--- config.mk ---
export PLATFORM = sky130hd
export DESIGN_NAME = fifo_wrap
export DESIGN_NICKNAME = d
export VERILOG_FILES = /design/src/rtl/fifo_wrap.sv
export SDC_FILE = /design/constraint.sdc
export NUM_CORES = 1
export LEC_CHECK = 0
export CAP_MARGIN = 10
export CORE_ASPECT_RATIO = 0.7
export CORE_MARGIN = 2
export CORE_UTILIZATION = 40
export DETAILED_ROUTE_END_ITERATION = 16
export GPL_TIMING_DRIVEN = 0
export PLACE_DENSITY_LB_ADDON = 0.05
export SKIP_LAST_GASP = 1
export SYNTH_ARGS = -nofsm -noshare
export SYNTH_HDL_FRONTEND = slang
export SYNTH_SLANG_ARGS = --single-unit
--- constraint.sdc ---
create_clock -name clk -period 9.9 [get_ports clk]
set_input_delay 1.485 -clock clk [delete_from_list [all_inputs] [get_ports clk]]
set_output_delay 1.485 -clock clk [all_outputs]
set_load 0.05 [all_outputs]
--- src/rtl/fifo_wrap.sv ---
`default_nettype none
// +-----------------------------------------------------------------------------+
// | Module   : fifo_wrap                                                         |
// | Brief    : Single-clock synchronous FIFO, 2^ADDR_LEN x DATA_LEN, registered  |
// |            read data and registered full/empty flags.                        |
// | Revision : 1.0 - initial release                                             |
// +-----------------------------------------------------------------------------+
module fifo_wrap #(
   parameter int DATA_LEN = 32,
   parameter int ADDR_LEN = 4
) (
   input  logic                clk,
   input  logic                rst,
   input  logic                write_en,
   input  logic                read_en,
   input  logic [DATA_LEN-1:0] wdata_i,
   output logic [DATA_LEN-1:0] rdata_o,
   output logic                rempty_o,
   output logic                wfull_o
);

   localparam int c_DEPTH = 1 << ADDR_LEN;

   logic [DATA_LEN-1:0] r_mem [c_DEPTH];

   logic [ADDR_LEN:0]   r_wptr;
   logic [ADDR_LEN:0]   r_rptr;
   logic [DATA_LEN-1:0] r_rdata;
   logic                r_empty;
   logic                r_full;

   logic                w_wr_acc;
   logic                w_rd_acc;
   logic [ADDR_LEN:0]   w_wptr_nxt;
   logic [ADDR_LEN:0]   w_rptr_nxt;
   logic                w_empty_nxt;
   logic                w_full_nxt;

   // Acceptance uses the flags as they stood before the edge, so a write while
   // full or a read while empty is simply dropped.
   assign w_wr_acc   = write_en & ~r_full;
   assign w_rd_acc   = read_en  & ~r_empty;

   assign w_wptr_nxt = r_wptr + {{ADDR_LEN{1'b0}}, w_wr_acc};
   assign w_rptr_nxt = r_rptr + {{ADDR_LEN{1'b0}}, w_rd_acc};

   assign w_empty_nxt = (w_wptr_nxt == w_rptr_nxt);
   assign w_full_nxt  = (w_wptr_nxt[ADDR_LEN] != w_rptr_nxt[ADDR_LEN]) &&
                        (w_wptr_nxt[ADDR_LEN-1:0] == w_rptr_nxt[ADDR_LEN-1:0]);

   // Storage is deliberately left out of reset; the pointers alone define contents.
   always_ff @(posedge clk) begin
      if (w_wr_acc) begin
         r_mem[r_wptr[ADDR_LEN-1:0]] <= wdata_i;
      end
   end

   always_ff @(posedge clk or posedge rst) begin
      if (rst) begin
         r_wptr  <= '0;
         r_rptr  <= '0;
         r_rdata <= '0;
         r_empty <= 1'b1;
         r_full  <= 1'b0;
      end else begin
         r_wptr  <= w_wptr_nxt;
         r_rptr  <= w_rptr_nxt;
         r_empty <= w_empty_nxt;
         r_full  <= w_full_nxt;
         if (w_rd_acc) begin
            r_rdata <= r_mem[r_rptr[ADDR_LEN-1:0]];
         end
      end
   end

   assign rdata_o  = r_rdata;
   assign rempty_o = r_empty;
   assign wfull_o  = r_full;

endmodule
`default_nettype wire

# Yosys cells after proc, flatten, opt, wreduce, memory -nomap -nowiden
# Memory sizes are Yosys's and may differ from the RTL's. A register that Yosys moved wholly into a read port is not among the register bits.
# Cells that the tools add are included.
[totals] input_bits=36 mem_count=1 reg_bits=12 elab_cells=17 ram_bits=512 output_inout_bits=34
[classes] n_eq_ne=3 add_sub_neg=2 n_mux=2 bitwise_logic=4 n_reduce_logical=1
[memory_table] memory="r_mem" depth=16 word_bits=32 read_ports=1 rd_clocked_by_memory_dff=1 wr=1 line="24" source="logic [DATA_LEN-1:0] r_mem [c_DEPTH];"
[ops] cell="$add 5x1->5" count=2
[ops] cell="$eq 5x5->1" count=1
[ops] cell="$eq 4x4->1" count=1
[ops] cell="$and 1x1->1" count=2
[ops] cell="$mux 1" count=2
[ops] cell="$not 1->1" count=2
[ops] cell="$logic_and 1x1->1" count=1
[ops] cell="$ne 1x1->1" count=1

# Logic depth before layout (Yosys ltp)
# Gate-level depths: netlist (run 1).
[logic_depth] depth_word=5 mapped_depth=9 depth_no_buf=8

# Least setup slack after synthesis (run 1)
# No wires, ideal clock.
[synth_timing] kind="input port to flip-flop" start="input write_en" end="memory r_mem[0][0], enable pin" setup_time_ns=0.461 slack_ns=4.994 cell_stages=3 arrival_ns=4.445 path_cell_list="nor2b_1 -> or3b_2 -> nor3_1"
[synth_between] elab_chain_len=3
[synth_lines] item="start, declared" line="14" source="input logic write_en,"
[synth_lines] item="$and 1x1->1" line="41" source="assign w_wr_acc = write_en & ~r_full;"
[synth_lines] item="$mux 1" line="53" source="if (w_wr_acc) begin"
[synth_lines] item="$mux 1 (not written as such)" line="54" source="r_mem[r_wptr[ADDR_LEN-1:0]] <= wdata_i;"
[synth_lines] item="end, declared" line="24"
# No other way between the ends.

# Final worst setup path (run 1)
[layout_timing] start="input read_en" end="register r_full (netlist: wfull_o)"
[layout_between] elab_chain_len=4
[layout_lines] item="start, declared" line="15" source="input logic read_en,"
[layout_lines] item="$and 1x1->1" line="42" source="assign w_rd_acc = read_en & ~r_empty;"
[layout_lines] item="$add 5x1->5" line="45" source="assign w_rptr_nxt = r_rptr + {{ADDR_LEN{1'b0}}, w_rd_acc};"
[layout_lines] item="via w_rptr_nxt[2]" line="35" source="logic [ADDR_LEN:0] w_rptr_nxt;"
[layout_lines] item="$eq 4x4->1" line="49" source="(w_wptr_nxt[ADDR_LEN-1:0] == w_rptr_nxt[ADDR_LEN-1:0]);"
[layout_lines] item="$logic_and 1x1->1" line="48" source="assign w_full_nxt = (w_wptr_nxt[ADDR_LEN] != w_rptr_nxt[ADDR_LEN]) &&"
[layout_lines] item="via w_full_nxt" line="37" source="logic w_full_nxt;"
[layout_lines] item="end signal, assigned" line="69" source="r_full <= w_full_nxt;"
[layout_lines] item="end, declared" line="30" source="logic r_full;"
# The timed path passes the listed nets, and every way through them passes these cells.

==> results of run 1 <==
==> per-layer routing <==
metal  vias to the layer above  global-route usage (%)  share of wire, %
li1                       4680                       -                 -
met1                      5533                    31.1                50
met2                       274                    27.8                43
met3                        62                    3.18               5.3
met4                         0                    4.61               1.8
met5                         -                       0                 0
==> flip-flops by register name (all words and copies together) (netlist names) <==
register and cells:
r_rptr 5, r_mem 512, r_wptr 5, rempty_o 1
rdata_o 32, wfull_o 1
==> worst max-delay path: cells and delay by family <==
family / cells / cell delay [ns]
XOR/XNOR: 2 / 0.31
adder cells (fa/ha/maj): 2 / 0.50
buffers and inverters: 3 / 1.39
AND/OR/NAND/NOR: 3 / 0.83
==> worst max-delay path by stage <==
| stage | startpoint | to | depth (start not counted) |
|---|---|---|---|
| after global routing | read_en | wfull_o$_DFF_PP0_ | 10 |
| final | read_en | wfull_o$_DFF_PP0_ | 10 |
| after global placement | write_en | r_mem[0][31]$_DFFE_PP_ | 4 |
| after floorplan | write_en | r_mem[0][0]$_DFFE_PP_ | 3 |
| after CTS | read_en | wfull_o$_DFF_PP0_ | 10 |
| after detailed placement | read_en | wfull_o$_DFF_PP0_ | 10 |
==> synthesized netlist by cell type <==
cell type,count
o221ai_1,31
mux2i_1,128
or3b_2,1
o211ai_1,1
clkbuf_1,17
nor2b_2,1
buf_12,5
nor3b_1,1
buf_2,11
mux4_2,64
o21ai_1,6
nor2b_1,2
edfxtp_1,512
o21ai_0,26
buf_4,8
nand2_1,2
dfstp_2,1
nor3_1,5
nor2_1,45
ha_1,4
nand2b_1,4
xor2_1,9
or3_1,1
buf_8,3
dfrtp_1,43
buf_6,17
and2_1,1
a21oi_1,62
xnor2_1,2
nand3_1,9
a22oi_1,1
inv_2,1
inv_1,3
a221oi_1,31
nand3b_1,4
==> layout make-up <==
cell class                 instances  area [um^2]  share of cell area, %
multi-input combinational        441         4360                   17.3
clock buffer                      80         1560                   6.20
timing repair buffer             100         1210                   4.80
clock inverter                    21          184                  0.731
sequential                       556        16500                   65.4
inverter                           4         17.5                 0.0696
buffer                            61          515                   2.05
tap                              684          856                   3.40
==> through the flow <==
step                      hold WS, ns  instance area, um^2  util [%]  std cells  worst slack [ns]
after floorplan                 0.477                21300         -       1062              4.99
after detailed placement        0.495                23400      44.7       1846              5.21
after global routing            0.531                25200      48.1       1947              5.66
after global placement          0.493                22800      43.5       1815              1.16
after CTS                       0.510                25200      48.1       1947              5.82
final                           0.507                25200      48.1       1947              5.85
==> logic make-up (layout without fill, tap and decap cells) <==
family,count (synthesis),after routing,share of synthesized area (%)
buffers and inverters,65,266,2.50
flip-flops,556,556,77.5
adder cells (fa/ha/maj),4,4,0.235
multiplexers,192,192,12.8
AO/OA/AOI/OAI,158,158,4.84
XOR/XNOR,11,11,0.453
AND/OR/NAND/NOR,76,76,1.65
==> power by group through the flow <==
stage | Clock, mW | Combinational, mW | Sequential [mW]
4_1_cts | 2.09 | 2.55 | 3.00
5_1_grt | 2.18 | 2.67 | 3.03
2_1_floorplan | 0 | 1.37 | 3.27
3_3_place_gp | 0 | 2.44 | 3.08
6_report | 2.03 | 2.51 | 3.00
3_5_place_dp | 0 | 2.54 | 3.05
==> flow_summary.ini, run 1 <==
[run_status]
run_status = finished, final reports clean

[die]
dieHeight_um = 197
coreArea_um2 = 52400
die-area_um2 = 55000
rows = 70
die_w_um = 280
start_util_pct = 40.6
ios = 70

[worst_setup_path]
cp-end-kind = flop
start_kind = primary input
slowest_delay_ns = 0.70
worst_ep_arrival_time_ns = 4.54
reg2reg_depth = 9
cp_max_fo = 10
crit_chain = clkdlybuf4s50_1, nand2b_1, inv_2, clkbuf_1, ha_1, ha_1, xor2_1, xor2_1, or3_1, nor3b_1
path_class = in -> reg
reg2reg_from = rempty_o$_DFF_PP1_
slowest_stage = clkbuf_1
r2r_setup_slack_ns = 6.70
r2r-end = wfull_o$_DFF_PP0_
cp.required_ns = 10.39

[drt]
wirelength_um = 52400
drcViolationCount = 0
dr.first_iter.drc_count = 1000
viasPerCell = 5.42
dr.pass1.iters = 5
routedWlPerCell_um = 26.9
antenna_left = 0
vias = 10549

[power_and_ir_drop]
swShare_pct = 33.5
ir_drop_v = 0.000133
p_sw_mw = 2.52
total_power_mw = 7.54
p_leak_nw = 8.39
power.share.sequential_pct = 39.8
p_clk_share_pct = 26.9
power_density_nw_per_um2 = 300
internal_power_mw = 5.02
p_comb_share_pct = 33.3

[yosys]
avgSynthCellArea_um2 = 20.0
synth.distinct_cells = 35
syn-cell-area_um2 = 21300
synthesis.instances = 1062
synth_nets = 1102
ys_ff_latch = 556
netlist_top_cells_area = edfxtp_1 (72%), mux4_2 (6.8%), mux2i_1 (6.0%), dfrtp_1 (5.1%), a21oi_1 (1.5%)
yosysWarnings = 0
yosys.area.top_type = edfxtp_1
yosysTopAreaCellShare_pct = 72.3
ys_seq_area_share_pct = 77.5

[worst_hold_path]
hold_start = r_rptr[4]$_DFF_PP0_
min_to = r_rptr[4]$_DFF_PP0_
hold_path_depth = 2
hold_path.class = reg -> reg

[global_routing]
grt_pass1_vias = 10517
grt_pass1_wl_um = 76600
grt_overflow = 0
antenna_found_initial = 0
grt_max_degree = 45
grt.total_usage_pct = 19.5

[clocking]
cts_max_level = 2
cts-root-buf = clkbuf_16
cts.sinks = 556
cts_max_path_buffers = 3
ctsHoldBuffers = 0
worst_skew_pair.late_latency_ns = 0.60
post-cts-setup-buffer-count = 0
cts_resized = 0
clk_pin_slew_ns = 0.06
cts_tree = yes
cts_buffers = 54

[layout]
final_common_cell = edfxtp_1
area_growth_syn_to_layout_pct = 18.4
fin_nets = 1258
final_cell_mix = edfxtp_1 (512), mux2i_1 (128), clkdlybuf4s50_1 (69)
fill_cells = 4369
drive_gt1_share_pct = 18.9
diodes = 0

[timing]
max_freq_mhz = 247
finalHoldViolations = 0
rsz0062_at_grt = no
skew_ns = 0.0237
fin_crit_sh_pct = 40.9
worst_pin_slew_ns = 0.884
setup_viol = 0
slew_violations = 0
max-slew-margin-rel_pct = 41.0
tns_ns = 0
post-route-min-period_ns = 4.05

[placed_design]
gp_congestion = 0.725
dp_hpwl_um = 34100
io_buffers = 69

[job]
max_cap_viol_count = 0
Note: power is estimated with default switching activity, not from simulation.
==> inputs of run 2 (changes only) <==
clock period = 3.8 ns   (was 9.9 ns; I/O delays follow)
==> flow_summary.ini, run 2 (synthesis gave the netlist of run 1 again) <==
[run_status]
run_status = finished, final reports clean

[placed_design]
place_inst = 1842
gp_congestion = 0.703
io_buffers = 69
dp_hpwl_um = 34300

[die]
rows = 70
ios = 70
dieHeight_um = 197
start_util_pct = 40.6
die_w_um = 280
coreArea_um2 = 52400
die-area_um2 = 55000

[power_and_ir_drop]
ir_drop_v = 0.000462
p_leak_nw = 8.33
power_density_nw_per_um2 = 782
total_power_mw = 19.6

[drt]
dr.pass1.iters = 5
viasPerCell = 5.44
wirelength_um = 53000
dr.first_iter.drc_count = 836
antenna_left = 0
vias = 10577
routedWlPerCell_um = 27.3
drcViolationCount = 0

[layout]
drive_gt1_share_pct = 18.1
final_cells = 1943
fin_nets = 1254
final_cell_mix = edfxtp_1 (512), mux2i_1 (128), clkdlybuf4s50_1 (69)
largest_register_ffs = 512
utilization_pct = 47.9
area_growth_syn_to_layout_pct = 18.1
final_common_cell = edfxtp_1
diodes = 0

[timing]
rsz0062_at_grt = no
finalHoldViolations = 0
post-route-min-period_ns = 3.28
fin_crit_sh_pct = 86.3
setup_viol = 0
holdWs_ns = 0.401
tns_ns = 0
skew_ns = 0.0277
max-slew-margin-rel_pct = 27.0
worst_pin_slew_ns = 1.09
slew_violations = 0
max_freq_mhz = 305

[global_routing]
grt_overflow = 0
grt.total_usage_pct = 19.6
grt_max_degree = 25
grt_pass1_wl_um = 76600
grt_pass1_vias = 10656
antenna_found_initial = 0

[clocking]
cts_tree = yes
ctsHoldBuffers = 0
cts_resized = 0
cts_max_level = 2
clk_pin_slew_ns = 0.06
worst_skew_pair.late_latency_ns = 0.61
cts_max_path_buffers = 3
cts-root-buf = clkbuf_16
cts_buffers = 54
cts.sinks = 556
post-cts-setup-buffer-count = 0

[worst_hold_path]
hold_path.class = in -> async

[worst_setup_path]
slowest_delay_ns = 0.69
cp_max_fo = 10
path_class = reg -> reg
critPathTopFamily = buffers and inverters
cp.required_ns = 4.32
crit_chain = nand2b_1, inv_2, clkbuf_1, ha_1, ha_1, xor2_1, xor2_1, or3_1, nor3_1
cp-end-kind = flop
start_kind = flop
crit_buf_inv = 2
worst_ep_arrival_time_ns = 3.80
slowest_stage = clkbuf_1

[job]
max_cap_viol_count = 0
run 2: changes by cell type in the layout (fill, tap and decap cells not counted), sizes merged:
| cell | change |
|---|---|
| buf | -4 |
| clkinvlp | +1 |
| inv | -1 |
run 2: where the power goes:
part / switching (mW) / internal [mW] / total [mW]
registers: 0.279 / 7.54 / 7.82
logic: 4.09 / 2.49 / 6.58
clock network: 2.23 / 3.00 / 5.23
total: 6.59 / 13.0 / 19.6
run 2: worst paths after layout:
path,depth (start not counted),slack [ns],startpoint,to
setup / recovery,9,0.52,rempty_o$_DFF_PP1_,rempty_o$_DFF_PP1_
hold / removal,2,0.40,rst,rdata_o[7]$_DFFE_PP0N_
setup reg to reg,9,0.52,rempty_o$_DFF_PP1_,rempty_o$_DFF_PP1_
hold reg to reg,2,0.51,r_wptr[4]$_DFF_PP0_,r_wptr[4]$_DFF_PP0_
max in group asynchronous,3,2.70,rst,rempty_o$_DFF_PP1_
min in group clk,2,0.51,r_wptr[4]$_DFF_PP0_,r_wptr[4]$_DFF_PP0_
run 2: metrics by stage:
stage                     area, um^2  setup WS, ns
after floorplan                21300         0.102
after detailed placement       23400       -0.0443
after CTS                      25100         0.512
after global routing           25100         0.266
final                          25100         0.522
after global placement         22800         -3.82
run 2: area by class of cell:
type / instances / area (um^2)
Sequential cell: 556 / 16500
Clock inverter: 21 / 171
Clock buffer: 80 / 1540
Timing Repair Buffer: 96 / 1150
Fill cell: 4372 / 27300
Inverter: 4 / 15.0
Buffer: 61 / 515
Multi-Input combinational cell: 441 / 4370
Tap cell: 684 / 856
run 2: routing by layer:
layer,wire length (um),up-vias,track usage [%]
met5,0,-,0
met4,941,0,4.67
met3,2360,71,3.05
met2,22200,240,27.7
met1,27500,5600,31.7
li1,-,4666,-
